`src/rtl/pmod_da2_driver_pkg.sv`:
```
// Shared constants, FSM state type and the word-to-frame packing helper for the PMOD DA2 driver.
package pmod_da2_driver_pkg;

  localparam int DA2_FRAME_BITS = 16;
  localparam int DA2_DATA_BITS = 12;
  localparam logic [1:0] DA2_PD_NORMAL = 2'b00;
  localparam logic [DA2_DATA_BITS-1:0] DAC_FULL_SCALE = 12'hFFF;

  typedef enum logic [1:0] {
    ST_IDLE,
    ST_FRAME,
    ST_QUIET
  } da2_state_e;

  // Clamp anything above 12 bits to full scale and prepend the 4 control bits.
  function automatic logic [DA2_FRAME_BITS-1:0] da2_frame(input logic [15:0] word);
    logic [DA2_DATA_BITS-1:0] code;
    code = (|word[15:DA2_DATA_BITS]) ? DAC_FULL_SCALE : word[DA2_DATA_BITS-1:0];
    return {2'b00, DA2_PD_NORMAL, code};
  endfunction

endpackage

```
`src/rtl/pmod_da2_driver_if.sv`:
```
// Upstream update strobe/data plus the DAC pin bundle of the PMOD DA2 driver.
interface pmod_da2_driver_if;
  logic        load;
  logic [15:0] data_a;
  logic [15:0] data_b;
  logic        sync_n;
  logic        sclk;
  logic        dina;
  logic        dinb;
  logic        busy;
  logic        done;

  modport master (
    output load, data_a, data_b,
    input  sync_n, sclk, dina, dinb, busy, done
  );

  modport slave (
    input  load, data_a, data_b,
    output sync_n, sclk, dina, dinb, busy, done
  );
endinterface

```
`src/rtl/pmod_da2_driver_sclk_tick_gen.sv`:
```
// Half-period tick for SCLK: one-cycle pulse every CLK_DIV enabled cycles, count parked at 0 when disabled.
module sclk_tick_gen #(
  parameter int CLK_DIV = 4
) (
  input  logic clk,
  input  logic reset_b,
  input  logic en,
  output logic tick
);

  localparam int CW = (CLK_DIV > 1) ? $clog2(CLK_DIV) : 1;

  logic [CW-1:0] cnt;

  assign tick = en && (cnt == CW'(CLK_DIV - 1));

  always_ff @(posedge clk) begin
    if (!reset_b || !en) begin
      cnt <= '0;
    end else if (tick) begin
      cnt <= '0;
    end else begin
      cnt <= cnt + 1'b1;
    end
  end

endmodule

```
`src/rtl/pmod_da2_driver.sv`:
```
// Serialises two clipped 12-bit words onto the PMOD DA2 shared SYNC/SCLK bus, with a one-deep pending buffer.
//   state    | meaning
//   ST_IDLE  | sync_n high, waiting for load or pending word
//   ST_FRAME | sync_n low, 16 SCLK periods shifting both channels
//   ST_QUIET | sync_n high for QUIET cycles before done
module pmod_da2_driver
  import pmod_da2_driver_pkg::*;
#(
  parameter int CLK_DIV = 4,
  parameter int QUIET   = 2
) (
  input logic               clk,
  input logic               reset_b,
  pmod_da2_driver_if.slave  bus
);

  localparam int QW = (QUIET > 1) ? $clog2(QUIET) : 1;

  da2_state_e state;
  da2_state_e state_nxt;

  logic                      tick;
  logic                      fall_tick;
  logic                      rise_tick;
  logic                      last_rise;
  logic                      start;
  logic                      sclk_q;
  logic                      done_q;
  logic [4:0]                fall_cnt;
  logic [QW-1:0]             quiet_cnt;
  logic [DA2_FRAME_BITS-1:0] shift_a;
  logic [DA2_FRAME_BITS-1:0] shift_b;
  logic                      pend_valid;
  logic [DA2_FRAME_BITS-1:0] pend_a;
  logic [DA2_FRAME_BITS-1:0] pend_b;

  sclk_tick_gen #(
    .CLK_DIV (CLK_DIV)
  ) u_tick (
    .clk     (clk),
    .reset_b (reset_b),
    .en      (state == ST_FRAME),
    .tick    (tick)
  );

  // SCLK idles high, so a tick with sclk high is always a falling edge.
  assign fall_tick = tick && sclk_q;
  assign rise_tick = tick && !sclk_q;
  assign last_rise = rise_tick && (fall_cnt == 5'(DA2_FRAME_BITS));
  assign start     = (state == ST_IDLE) && (bus.load || pend_valid);

  always_ff @(posedge clk) begin
    if (!reset_b) begin
      state <= ST_IDLE;
    end else begin
      state <= state_nxt;
    end
  end

  always_comb begin
    state_nxt = state;
    case (state)
      ST_IDLE:  if (start) state_nxt = ST_FRAME;
      ST_FRAME: if (last_rise) state_nxt = ST_QUIET;
      ST_QUIET: if (quiet_cnt == '0) state_nxt = ST_IDLE;
      default:  state_nxt = ST_IDLE;
    endcase
  end

  always_comb begin
    bus.sync_n = (state != ST_FRAME);
    bus.sclk   = sclk_q;
    bus.dina   = (state == ST_FRAME) && shift_a[DA2_FRAME_BITS-1];
    bus.dinb   = (state == ST_FRAME) && shift_b[DA2_FRAME_BITS-1];
    bus.busy   = (state != ST_IDLE);
    bus.done   = done_q;
  end

  always_ff @(posedge clk) begin
    if (!reset_b) begin
      sclk_q    <= 1'b1;
      done_q    <= 1'b0;
      fall_cnt  <= '0;
      quiet_cnt <= '0;
      shift_a   <= '0;
      shift_b   <= '0;
    end else begin
      done_q <= (state == ST_QUIET) && (quiet_cnt == '0);
      case (state)
        ST_IDLE: begin
          sclk_q   <= 1'b1;
          fall_cnt <= '0;
          // A fresh load beats an older pending word.
          if (start) begin
            shift_a <= bus.load ? da2_frame(bus.data_a) : pend_a;
            shift_b <= bus.load ? da2_frame(bus.data_b) : pend_b;
          end
        end
        ST_FRAME: begin
          if (tick) sclk_q <= ~sclk_q;
          if (fall_tick) fall_cnt <= fall_cnt + 5'd1;
          if (rise_tick) begin
            shift_a <= {shift_a[DA2_FRAME_BITS-2:0], 1'b0};
            shift_b <= {shift_b[DA2_FRAME_BITS-2:0], 1'b0};
          end
          if (last_rise) quiet_cnt <= QW'(QUIET - 1);
        end
        ST_QUIET: begin
          sclk_q <= 1'b1;
          if (quiet_cnt != '0) quiet_cnt <= quiet_cnt - 1'b1;
        end
        default: sclk_q <= 1'b1;
      endcase
    end
  end

  always_ff @(posedge clk) begin
    if (!reset_b) begin
      pend_valid <= 1'b0;
      pend_a     <= '0;
      pend_b     <= '0;
    end else if (bus.load && (state != ST_IDLE)) begin
      pend_valid <= 1'b1;
      pend_a     <= da2_frame(bus.data_a);
      pend_b     <= da2_frame(bus.data_b);
    end else if (start) begin
      pend_valid <= 1'b0;
    end
  end

endmodule

```
`src/flat_wrapper.sv`:
```
// flat-port wrapper written by rule: the top's interface ports become plain ports
module pmod_da2_driver_flat import pmod_da2_driver_pkg::*;
#(
  parameter int CLK_DIV = 4,
  parameter int QUIET   = 2
)
  (clk, reset_b, bus_load, bus_data_a, bus_data_b, bus_sync_n, bus_sclk, bus_dina, bus_dinb, bus_busy, bus_done);
  pmod_da2_driver_if bus_i ();
  input logic clk;
  input logic reset_b;
  input wire logic [$bits(bus_i.load)-1:0] bus_load;
  input wire logic [$bits(bus_i.data_a)-1:0] bus_data_a;
  input wire logic [$bits(bus_i.data_b)-1:0] bus_data_b;
  output wire logic [$bits(bus_i.sync_n)-1:0] bus_sync_n;
  output wire logic [$bits(bus_i.sclk)-1:0] bus_sclk;
  output wire logic [$bits(bus_i.dina)-1:0] bus_dina;
  output wire logic [$bits(bus_i.dinb)-1:0] bus_dinb;
  output wire logic [$bits(bus_i.busy)-1:0] bus_busy;
  output wire logic [$bits(bus_i.done)-1:0] bus_done;
  assign bus_i.load = bus_load;
  assign bus_i.data_a = bus_data_a;
  assign bus_i.data_b = bus_data_b;
  assign bus_sync_n = bus_i.sync_n;
  assign bus_sclk = bus_i.sclk;
  assign bus_dina = bus_i.dina;
  assign bus_dinb = bus_i.dinb;
  assign bus_busy = bus_i.busy;
  assign bus_done = bus_i.done;
  pmod_da2_driver #(.CLK_DIV(CLK_DIV), .QUIET(QUIET)) u_core (.clk(clk), .reset_b(reset_b), .bus(bus_i));
endmodule
```
`config.mk`:
```
export PLATFORM = sky130hd
export DESIGN_NAME = pmod_da2_driver_flat
export DESIGN_NICKNAME = d
export VERILOG_FILES = /design/src/rtl/pmod_da2_driver_pkg.sv /design/src/rtl/pmod_da2_driver_if.sv /design/src/rtl/pmod_da2_driver_sclk_tick_gen.sv /design/src/rtl/pmod_da2_driver.sv /design/src/flat_wrapper.sv
export SDC_FILE = /design/constraint.sdc
export NUM_CORES = 1
export LEC_CHECK = 0
export CAP_MARGIN = 20
export CELL_PAD_IN_SITES_DETAIL_PLACEMENT = 1
export CELL_PAD_IN_SITES_GLOBAL_PLACEMENT = 1
export CORE_AREA = 5 5 66 128
export CTS_BUF_LIST = sky130_fd_sc_hd__clkbuf_8
export DETAILED_ROUTE_END_ITERATION = 12
export DIE_AREA = 0 0 71 133
export PLACE_DENSITY = 0.85
export SETUP_SLACK_MARGIN = 0.2
export SYNTH_ARGS = -nofsm -noshare
export SYNTH_HDL_FRONTEND = slang
export SYNTH_HIERARCHICAL = 1
export SYNTH_SLANG_ARGS = --single-unit
```
`constraint.sdc`:
```
create_clock -name clk -period 2.45 [get_ports clk]
set_input_delay 0.49 -clock clk [delete_from_list [all_inputs] [get_ports clk]]
set_output_delay 0.49 -clock clk [all_outputs]
set_load 0.005 [all_outputs]
```
==> impl_metrics.tcl <==
set metrics [dict create \
    rsz0062_at_grt "no" \
    area_growth_syn_to_layout_pct 24.3 \
    grt_pass1_wl_um 15300 \
    cts.sink_count 69 \
    synthMuxAreaShare 0 \
    p_sw_w 0.000688 \
    drc 0 \
    hold_ws_ns 0.474 \
    hold_path_class "reg -> reg" \
    grt_usage 0.199 \
    ctsHoldBuffers 0 \
    placedCellCount 440 \
    whs_endpoint "u_core/bus.done" \
    cts_tree "built" \
    die_h_um 133 \
    synth_simple_gate_area_share 0.118 \
    rows 45 \
    cp_max_fo 13 \
    p_per_area_nw_per_um2 697 \
    end_kind "output port" \
    ir_drop_mv 0.441 \
    place.gp.congestion 0.891 \
    vias 2928 \
    reg2reg_depth 8 \
    p_leak_nw 1.41 \
    synth_seq_area_share 0.436 \
    r2r-end "u_core/shift_b[11]" \
    rr_startpoint "u_core/state[1]" \
    final_nets 401 \
    final.min_clock_period_ns 2.17 \
    fin_crit_sh 0.887 \
    netlist_area_um2 3170 \
    grt_max_degree 25 \
    initialDrtViolationCount 186 \
    arrival_ns 1.68 \
    maxSlewViolCount 0 \
    maxCapViolCount 0 \
    power_frac_seq 0.452 \
    path_class "reg -> out" \
    synth_flop_cell "dfxtp_1" \
    fmax_ghz 0.460 \
    worst_pin_slew_ns 0.695 \
    multi_input_area_um2 1540 \
    holdPathStages 1 \
    yosys_warnings 6 \
    synth_compound_area_frac 0.356 \
    grt_pass1_vias 3116 \
    final_cells 462 \
    post-dp-hpwl_um 6300 \
    cts_made_buffers 9 \
    p_total_w 0.00275 \
    initial_core_util 0.426 \
    outcome "finished clean" \
    slew_headroom 0.535 \
    avgRoutedWirePerCell_um 19.6 \
    synthAdderAreaFrac 0.0119 \
    setup-tns-final_ns 0 \
    required_ns 1.96 \
    cts_buffer_depth 2 \
    fin_skew_ns 0.00972 \
    drtPass1Iterations 4 \
    grt.overflow.total 0 \
    swShare 0.251 \
    port_buffers 40 \
    cts.htree.levels 3 \
    setup_violations 0 \
    synth_cell_types 47 \
    regToRegSetupSlack_ns 0.43 \
    p_comb_frac 0.132 \
    die_x_um 71 \
    drive_gt1_frac 0.160 \
    clk_pin_slew_ns 0.07 \
    internal-power_w 0.00206 \
    syn-num-nets 363 \
    num_antenna_cells 0 \
    syn_avg_cell_area_um2 9.74 \
    cp-startpoint "u_core/state[1]" \
    antenna_found_initial 0 \
    ant_nets 0 \
    hold_viol 0 \
    syn_inst 325 \
    clk_latency_ns 0.36 \
    hold_start "u_core/quiet_cnt" \
    ioPinCount 41 \
    clockPowerShare 0.416 \
    regArea_um2 1390 \
    synth_seq_cells 69 \
    synth_top_family_by_area "compound AO/OA/AOI/OAI gates" \
    async_reset_ff_frac 0 \
    synthXorXnorAreaFrac 0 \
    critPathLaunchType "flip-flop" \
    cts-root-buf "clkbuf_8" \
    dieArea_um2 9440 \
    fill_cells 847 \
    synth_edf_count 0 \
    drt_wl_total_um 9060 \
    core_um2 7430 \
    vias_per_cell 6.34 \
]
## power by group through the flow
stage          logic [W]  registers, W  clock network, W
2_1_floorplan   0.000218       0.00124                 0
3_3_place_gp    0.000324       0.00126                 0
3_5_place_dp    0.000339       0.00127                 0
4_1_cts         0.000346       0.00124           0.00117
5_1_grt         0.000396       0.00125           0.00120
6_report        0.000364       0.00124           0.00114
## layout by cell type, fill, tap and decap left out, types with 4 or more instances in the layout
| cell | netlist | layout |
|---|---|---|
| dfxtp_1 | 69 | 68 |
| clkdlybuf4s50_1 | 0 | 40 |
| a21oi_1 | 29 | 29 |
| o221a_1 | 24 | 24 |
| buf_4 | 2 | 23 |
| a311oi_1 | 23 | 23 |
| inv_1 | 17 | 17 |
| o21ai_0 | 15 | 15 |
| o311ai_1 | 12 | 12 |
| nand4_1 | 11 | 11 |
| a221o_1 | 11 | 11 |
| a211oi_1 | 11 | 11 |
| clkbuf_8 | 0 | 9 |
| o211ai_1 | 9 | 9 |
| or2_2 | 7 | 7 |
| or2_1 | 5 | 5 |
| nand2b_1 | 4 | 4 |
## critical path, stage by stage (launching register included)
cell	delay, ns
dfxtp_1	0.42
nand2b_1	0.18
buf_4	0.21
clkdlybuf4s50_1	0.53
## metrics by stage
stage / utilization / cell area, um2 / worst slack, ns
after floorplan: - / 3170 / 0.525
after global placement: 0.490 / 3640 / 0.175
after detailed placement: 0.490 / 3640 / 0.0913
after CTS: 0.523 / 3890 / 0.233
after global routing: 0.530 / 3940 / 0.206
final: 0.530 / 3940 / 0.277
## logic make-up (layout without fill, tap and decap cells)
logic type,count (synthesis),after routing
AOI/OAI and AO/OA,143,143
adders and majority gates,3,3
buffers and inverters,56,99
DFF,69,69
and+or+nand+nor,54,54
## timing repair
| item | in CTS | in global routing |
|---|---|---|
| buffers inserted | 0 | 6 |
| resized for setup | 2 | 1 |
| setup endpoints to repair | 15 | 12 |
## flip-flops by register name, indices dropped and copies added (netlist names)
register           flops
u_core/quiet_cnt       1
u_core/pend_a         12
u_core/shift_a        16
u_core/fall_cnt        5
u_core/pend_b         12
u_core/shift_b        16
u_core/pend_valid      1
u_core/bus.sclk        1
u_core/bus.done        1
u_core/u_tick/cnt      2
u_core/state           2
## metal layers
layer | up-vias | global-route usage | wire length [um]
li1 | 1369 | - | -
met1 | 1468 | 0.239 | 3690
met2 | 74 | 0.337 | 4790
met3 | 17 | 0.0266 | 353
met4 | 0 | 0.108 | 224
met5 | - | 0 | 0
## worst max-delay path by stage
stage,end,slack [ns],depth (start not counted)
after global placement,u_core/pend_b[8],0.18,4
after detailed placement,u_core/pend_b[9],0.09,4
after floorplan,u_core/shift_b[10],0.52,9
after global routing,bus_sync_n,0.21,3
final,bus_sync_n,0.28,3
after CTS,bus_dina,0.23,4
## area by class of cell
| type | instances | area share |
|---|---|---|
| well taps | 94 | 0.0299 |
| inverters | 20 | 0.0191 |
| repair buffers | 63 | 0.146 |
| clock inverters | 7 | 0.0311 |
| flip-flops and latches | 69 | 0.352 |
| clock buffers | 9 | 0.0315 |
| multi-input cells | 200 | 0.391 |
## cell usage after synthesis, types with 4 or more instances
cell | count | area share
nand4_1 | 11 | 0.022
nand2b_1 | 4 | 0.0079
inv_1 | 17 | 0.020
o21ai_0 | 15 | 0.024
or2_2 | 7 | 0.014
clkbuf_1 | 18 | 0.021
a21oi_1 | 29 | 0.046
dfxtp_1 | 69 | 0.44
o211ai_1 | 9 | 0.021
a211oi_1 | 11 | 0.026
or2_1 | 5 | 0.0099
buf_2 | 12 | 0.019
o221a_1 | 24 | 0.085
a221o_1 | 11 | 0.035
o311ai_1 | 12 | 0.033
a311oi_1 | 23 | 0.064
Note: power is estimated with default switching activity, not from simulation.
